===== src/rtl/id_ex_stage.sv =====
// ---------------------------------------------------------------------------
// id_ex_stage
// ID/EX pipeline register sitting directly behind the decode control unit.
// Latches decoded control bundles, operands and register fields, inserts
// bubbles on load-use hazards and branch/jump flushes, and traps decode
// exceptions with a two-state (RUN/TRAP) EPC capture FSM.
//
// Ports
//   clk, rst_n            clock, asynchronous active-low reset
//   id_*                  decode-slot instruction, PC, operands, immediate
//   control_*             decoded control bundles and exception request
//   flush                 branch/jump taken: kill the decode slot
//   ex_hold               downstream stall: freeze the EX register
//   exc_ack               handler accepted the pending exception
//   ex_*                  registered EX-slot contents
//   stall_id              combinational: hold PC and IF/ID this cycle
//   exc_pending, epc      trap status and PC of the trapped instruction
// ---------------------------------------------------------------------------
module id_ex_stage #(
  parameter int DATA_W     = 32,
  parameter int REG_AW     = 5,
  parameter bit LOADUSE_EN = 1'b1
) (
  input  logic              clk,
  input  logic              rst_n,
  input  logic              id_valid,
  input  logic [31:0]       id_instr,
  input  logic [DATA_W-1:0] id_pc,
  input  logic [DATA_W-1:0] id_rdata1,
  input  logic [DATA_W-1:0] id_rdata2,
  input  logic [DATA_W-1:0] id_imm,
  input  logic [3:0]        control_exe,
  input  logic [2:0]        control_mem,
  input  logic [1:0]        control_wb,
  input  logic              control_exception,
  input  logic [1:0]        control_datamem,
  input  logic [1:0]        control_reg2,
  input  logic              flush,
  input  logic              ex_hold,
  input  logic              exc_ack,
  output logic              ex_valid,
  output logic [3:0]        ex_control_exe,
  output logic [2:0]        ex_control_mem,
  output logic [1:0]        ex_control_wb,
  output logic [1:0]        ex_datamem,
  output logic [1:0]        ex_reg2,
  output logic [DATA_W-1:0] ex_pc,
  output logic [DATA_W-1:0] ex_rdata1,
  output logic [DATA_W-1:0] ex_rdata2,
  output logic [DATA_W-1:0] ex_imm,
  output logic [REG_AW-1:0] ex_rs,
  output logic [REG_AW-1:0] ex_rt,
  output logic [REG_AW-1:0] ex_rd,
  output logic              stall_id,
  output logic              exc_pending,
  output logic [DATA_W-1:0] epc
);

  typedef enum logic {RUN = 1'b0, TRAP = 1'b1} state_t;

  state_t              state_q, state_d;
  logic                valid_q, valid_d;
  logic [3:0]          exe_q, exe_d;
  logic [2:0]          mem_q, mem_d;
  logic [1:0]          wb_q, wb_d;
  logic [1:0]          dm_q, dm_d;
  logic [1:0]          r2_q, r2_d;
  logic [DATA_W-1:0]   pc_q, pc_d;
  logic [DATA_W-1:0]   rd1_q, rd1_d;
  logic [DATA_W-1:0]   rd2_q, rd2_d;
  logic [DATA_W-1:0]   imm_q, imm_d;
  logic [REG_AW-1:0]   rs_q, rs_d;
  logic [REG_AW-1:0]   rt_q, rt_d;
  logic [REG_AW-1:0]   rd_q, rd_d;
  logic [DATA_W-1:0]   epc_q, epc_d;

  logic [5:0]          op;
  logic [REG_AW-1:0]   id_rs, id_rt, id_rd;
  logic                uses_rt;
  logic                hazard;

  assign op    = id_instr[31:26];
  assign id_rs = id_instr[21 +: REG_AW];
  assign id_rt = id_instr[16 +: REG_AW];
  assign id_rd = id_instr[11 +: REG_AW];

  // R-type, beq, bne and the stores read rt as a source operand.
  assign uses_rt = (op == 6'd0) || (op == 6'd4) || (op == 6'd5) ||
                   (op == 6'd40) || (op == 6'd41) || (op == 6'd43);

  // A load in EX whose destination feeds the decode instruction.
  assign hazard = LOADUSE_EN && valid_q && mem_q[0] && (rt_q != '0) && id_valid &&
                  ((rt_q == id_rs) || (uses_rt && (rt_q == id_rt)));

  // Gated by rst_n so a held ex_hold cannot leak out during reset.
  assign stall_id = rst_n & (hazard | ex_hold | (state_q == TRAP));

  always_comb begin
    state_d = state_q;
    valid_d = valid_q;
    exe_d   = exe_q;
    mem_d   = mem_q;
    wb_d    = wb_q;
    dm_d    = dm_q;
    r2_d    = r2_q;
    pc_d    = pc_q;
    rd1_d   = rd1_q;
    rd2_d   = rd2_q;
    imm_d   = imm_q;
    rs_d    = rs_q;
    rt_d    = rt_q;
    rd_d    = rd_q;
    epc_d   = epc_q;

    // The acknowledge returns the FSM to RUN even under ex_hold.
    if ((state_q == TRAP) && exc_ack) begin
      state_d = RUN;
    end

    if (ex_hold) begin
      // EX register keeps its contents.
    end else if (flush || (state_q == TRAP) || hazard ||
                 (id_valid && control_exception)) begin
      valid_d = 1'b0;
      exe_d   = '0;
      mem_d   = '0;
      wb_d    = '0;
      dm_d    = '0;
      r2_d    = '0;
      pc_d    = '0;
      rd1_d   = '0;
      rd2_d   = '0;
      imm_d   = '0;
      rs_d    = '0;
      rt_d    = '0;
      rd_d    = '0;
      // A trap is taken only when nothing of higher priority claimed the slot.
      if (!flush && (state_q == RUN) && !hazard) begin
        epc_d   = id_pc;
        state_d = TRAP;
      end
    end else begin
      valid_d = id_valid;
      exe_d   = control_exe;
      mem_d   = control_mem;
      wb_d    = control_wb;
      dm_d    = control_datamem;
      r2_d    = control_reg2;
      pc_d    = id_pc;
      rd1_d   = id_rdata1;
      rd2_d   = id_rdata2;
      imm_d   = id_imm;
      rs_d    = id_rs;
      rt_d    = id_rt;
      rd_d    = id_rd;
    end
  end

  always_ff @(posedge clk or negedge rst_n) begin
    if (!rst_n) begin
      state_q <= RUN;
      valid_q <= 1'b0;
      exe_q   <= '0;
      mem_q   <= '0;
      wb_q    <= '0;
      dm_q    <= '0;
      r2_q    <= '0;
      pc_q    <= '0;
      rd1_q   <= '0;
      rd2_q   <= '0;
      imm_q   <= '0;
      rs_q    <= '0;
      rt_q    <= '0;
      rd_q    <= '0;
      epc_q   <= '0;
    end else begin
      state_q <= state_d;
      valid_q <= valid_d;
      exe_q   <= exe_d;
      mem_q   <= mem_d;
      wb_q    <= wb_d;
      dm_q    <= dm_d;
      r2_q    <= r2_d;
      pc_q    <= pc_d;
      rd1_q   <= rd1_d;
      rd2_q   <= rd2_d;
      imm_q   <= imm_d;
      rs_q    <= rs_d;
      rt_q    <= rt_d;
      rd_q    <= rd_d;
      epc_q   <= epc_d;
    end
  end

  assign ex_valid       = valid_q;
  assign ex_control_exe = exe_q;
  assign ex_control_mem = mem_q;
  assign ex_control_wb  = wb_q;
  assign ex_datamem     = dm_q;
  assign ex_reg2        = r2_q;
  assign ex_pc          = pc_q;
  assign ex_rdata1      = rd1_q;
  assign ex_rdata2      = rd2_q;
  assign ex_imm         = imm_q;
  assign ex_rs          = rs_q;
  assign ex_rt          = rt_q;
  assign ex_rd          = rd_q;
  assign exc_pending    = (state_q == TRAP);
  assign epc            = epc_q;

endmodule


===== config.mk =====
export PLATFORM = sky130hd
export DESIGN_NAME = id_ex_stage
export DESIGN_NICKNAME = d
export VERILOG_FILES = /design/src/rtl/id_ex_stage.sv
export SDC_FILE = /design/constraint.sdc
export NUM_CORES = 1
export LEC_CHECK = 0
export CAP_MARGIN = 20
export CORE_ASPECT_RATIO = 1.1
export CORE_MARGIN = 5
export CORE_UTILIZATION = 35
export CTS_CLUSTER_DIAMETER = 30
export DETAILED_ROUTE_END_ITERATION = 12
export GPL_TIMING_DRIVEN = 0
export PLACE_DENSITY = 0.73
export SETUP_SLACK_MARGIN = 0.4
export SYNTH_ARGS = -nofsm -noshare
export SYNTH_HDL_FRONTEND = slang
export SYNTH_SLANG_ARGS = --single-unit

===== constraint.sdc =====
create_clock -name clk -period 2.9 [get_ports clk]
set_input_delay 0.435 -clock clk [delete_from_list [all_inputs] [get_ports clk]]
set_output_delay 0.435 -clock clk [all_outputs]
set_load 0.01 [all_outputs]

==> metrics.txt <==
dominant synthesized flop cell=dfrtp_1; WL/cell=between 20 and 25 um; vias per cell=slightly below 5; run status=finished clean; fmax=0.384 GHz; row count=54; Hold Slack=0.0226 ns; htree depth=4; relative slew slack=52.7%; placed inst area=10900 um2; largest family of logic cells by synthesized area=compound AO/OA/AOI/OAI gates; maximum VDD drop=approximately 380 uV; synthesis-stage register bit count=190; DIE HEIGHT=about 160 um; Placer Congestion=0.795; syn_nets=629; Post-Synth XOR/XNOR Area=1.26%; Max Slew Vio Count=0; RSZ-0062 raised after global routing=yes; placed cells=1060; # IOs=371; Worst Tran Pin Value=0.710 ns; Layout area overhead=66.3%; Clock Path Buffers=2; synthesized instance count=449; post-route minimum period=2.61 ns; leading cell type in the layout, fill and taps excluded=clkdlybuf4s50_1; pin count of the biggest net entering global routing=100; crit path DAT=2.17 ns; total gr overflow=0; drt initial violations=147; vias in the first global route=~5700; Post-Synth Simple-Gate Area=1.53%; sequential element share of the synthesized area=68.2%; residual DRC count=0; Fillers=1650; detailed-route via count=5413; CTS Sinks=190; Root Driver=clkbuf_16; share of the synthesized area in the top cell type=68.2%; initial antenna violation count=0; Synth Area in Compound Gates=20.5%; Final Cell Area=11600 um2; most frequent cells in the layout=clkdlybuf4s50_1 (356), dfrtp_1 (190), a22o_1 (156); endpoints failing setup=0; die area=22800 um2; hold_buf cts=0; Mapped Area=6970 um2; layout cell share with drive strength beyond 1=a little under an eighth; Worst Path Required=2.47 ns; period utilization=approximately nine tenths; Hold Crit Class=in2async; PD cells=590 nW/um2; global-route wire length before repair=33500 um; die outline width=145 um; CTS tree=done; Register-to-Register Path Depth=8; Initial Utilization=35.3%; top cells by area, synth=dfrtp_1 (68%), a22o_1 (20%), mux2_2 (4.8%); Worst Setup Start Kind=flip-flop; First-pass DRT Iterations=4; syn_area_per_cell=~16 um2; critical path class=reg2out; Final nets=1017; post-route insts no fill=1100; DP HPWL=roughly 17000 um; Yosys top cell by area=dfrtp_1; worst clock skew=0.00902 ns; input/output buffers=358; post-route ant nets=0; clk_lat worst skew=0.42 ns; post-route setup TNS=0 ns; # diodes=0; core box area=19700 um2; Post-Route WL=22600 um; post-synthesis async set-or-reset flop share=between 90% and 100%; Tot GR Track Use=19.2%; CTS buffer count=17; Yosys cell types=29; clk slew on worst S/H paths=0.07 ns; Post-synth EDFFs=0; adder-cell share of the synthesized area=0%; Hold Fails Final Rpt=0; CP endpoint kind=output port; critical path fanouts, max=4; Static Leak=between 5 and 6 nW; mux cell area share after synthesis=5.17%; max_cap viols=0; Ys Warns=0
[critical path, stage by stage (launching register included)]
cell	delay (ns)
dfrtp_1	0.38
or4_4	0.53
o21ai_2	0.14
buf_4	0.14
nor4_4	0.06
o41a_1	0.38
buf_6	0.13
[cell usage after synthesis, types with 2 or more instances]
cell and n:
dfrtp_1 190, xor2_1 2, mux2_2 30, buf_6 3, mux2_1 2, clkbuf_1 18, buf_4 14, nor3_1 2
xnor2_1 8, nor4_2 2, buf_2 3, a22o_1 156, inv_1 3
[per-stage QoR]
step | setup WS [ns] | utilization (%) | power [mW]
floorplan | 0.505 | - | 3.58
global placement | -6.73 | 55.1 | 4.55
detailed placement | -0.241 | 55.3 | 4.57
CTS | 0.219 | 58.7 | 6.92
global route | 0.213 | 58.7 | 7.16
finish | 0.294 | 58.7 | 6.84
[registers in the layout (all words and copies together) (netlist names)]
| name | count |
|---|---|
| ex_rs | 5 |
| ex_imm | 32 |
| ex_rdata2 | 32 |
| ex_pc | 32 |
| ex_rt | 5 |
| ex_rdata1 | 32 |
| ex_valid | 1 |
| ex_control_wb | 2 |
| epc | 32 |
| ex_control_mem | 3 |
| ex_datamem | 2 |
| ex_rd | 5 |
| exc_pending | 1 |
| ex_reg2 | 2 |
| ex_control_exe | 4 |
[final timing paths]
path | from | slack (ns) | to
hold reg to reg | epc[14]$_DFFE_PN0P_ | 0.51 | epc[14]$_DFFE_PN0P_
max in group asynchronous | rst_n | 1.92 | ex_pc[2]$_DFFE_PN0N_
min in group clk | epc[14]$_DFFE_PN0P_ | 0.51 | epc[14]$_DFFE_PN0P_
hold / removal | rst_n | 0.02 | ex_rdata2[22]$_DFFE_PN0N_
setup reg to reg | ex_rt[1]$_DFFE_PN0N_ | 0.56 | ex_pc[2]$_DFFE_PN0N_
setup / recovery | ex_rt[1]$_DFFE_PN0N_ | 0.29 | stall_id
[power by group]
part / internal (mW) / total, mW / switching [mW]
Combinational: 0.898 / 1.45 / 0.552
Clock: 1.30 / 2.32 / 1.02
Sequential: 2.92 / 3.07 / 0.151
[kinds of logic (layout without fill, tap and decap cells)]
kind of cell | count (synthesis) | in the layout
AO/OA/AOI/OAI | 163 | 163
XOR/XNOR | 10 | 10
buffers and inverters | 41 | 440
flip-flops | 190 | 190
multiplexers | 32 | 32
AND/OR/NAND/NOR | 13 | 13
[layer usage]
| metal | wire [um] | vias to the layer above | global-route usage, % |
|---|---|---|---|
| met5 | 0 | - | 0 |
| met4 | 350 | 0 | 5.46 |
| met3 | 2280 | 24 | 7.37 |
| met2 | 11500 | 222 | 33.1 |
| met1 | 8480 | 2670 | 22.3 |
| li1 | - | 2497 | - |
[final cells by class]
cell class / instances / area [um2] / share of cell area (%)
well taps: 252 / 315 / 2.72
clock buffers: 20 / 447 / 3.85
multi-input cells: 218 / 2010 / 17.4
flip-flops and latches: 190 / 4750 / 41.0
clock inverters: 10 / 130 / 1.12
plain buffers: 38 / 226 / 1.95
inverters: 3 / 11.3 / 0.0972
repair buffers: 369 / 3690 / 31.9
[timing repair]
action | in CTS | in global routing
gates resized for setup | 9 | 2
pin swaps | 1 | 2
setup endpoints to repair | 173 | 153
setup buffers | 9 | 1
cloned | 0 | 0
Note: power is estimated with default switching activity, not from simulation.
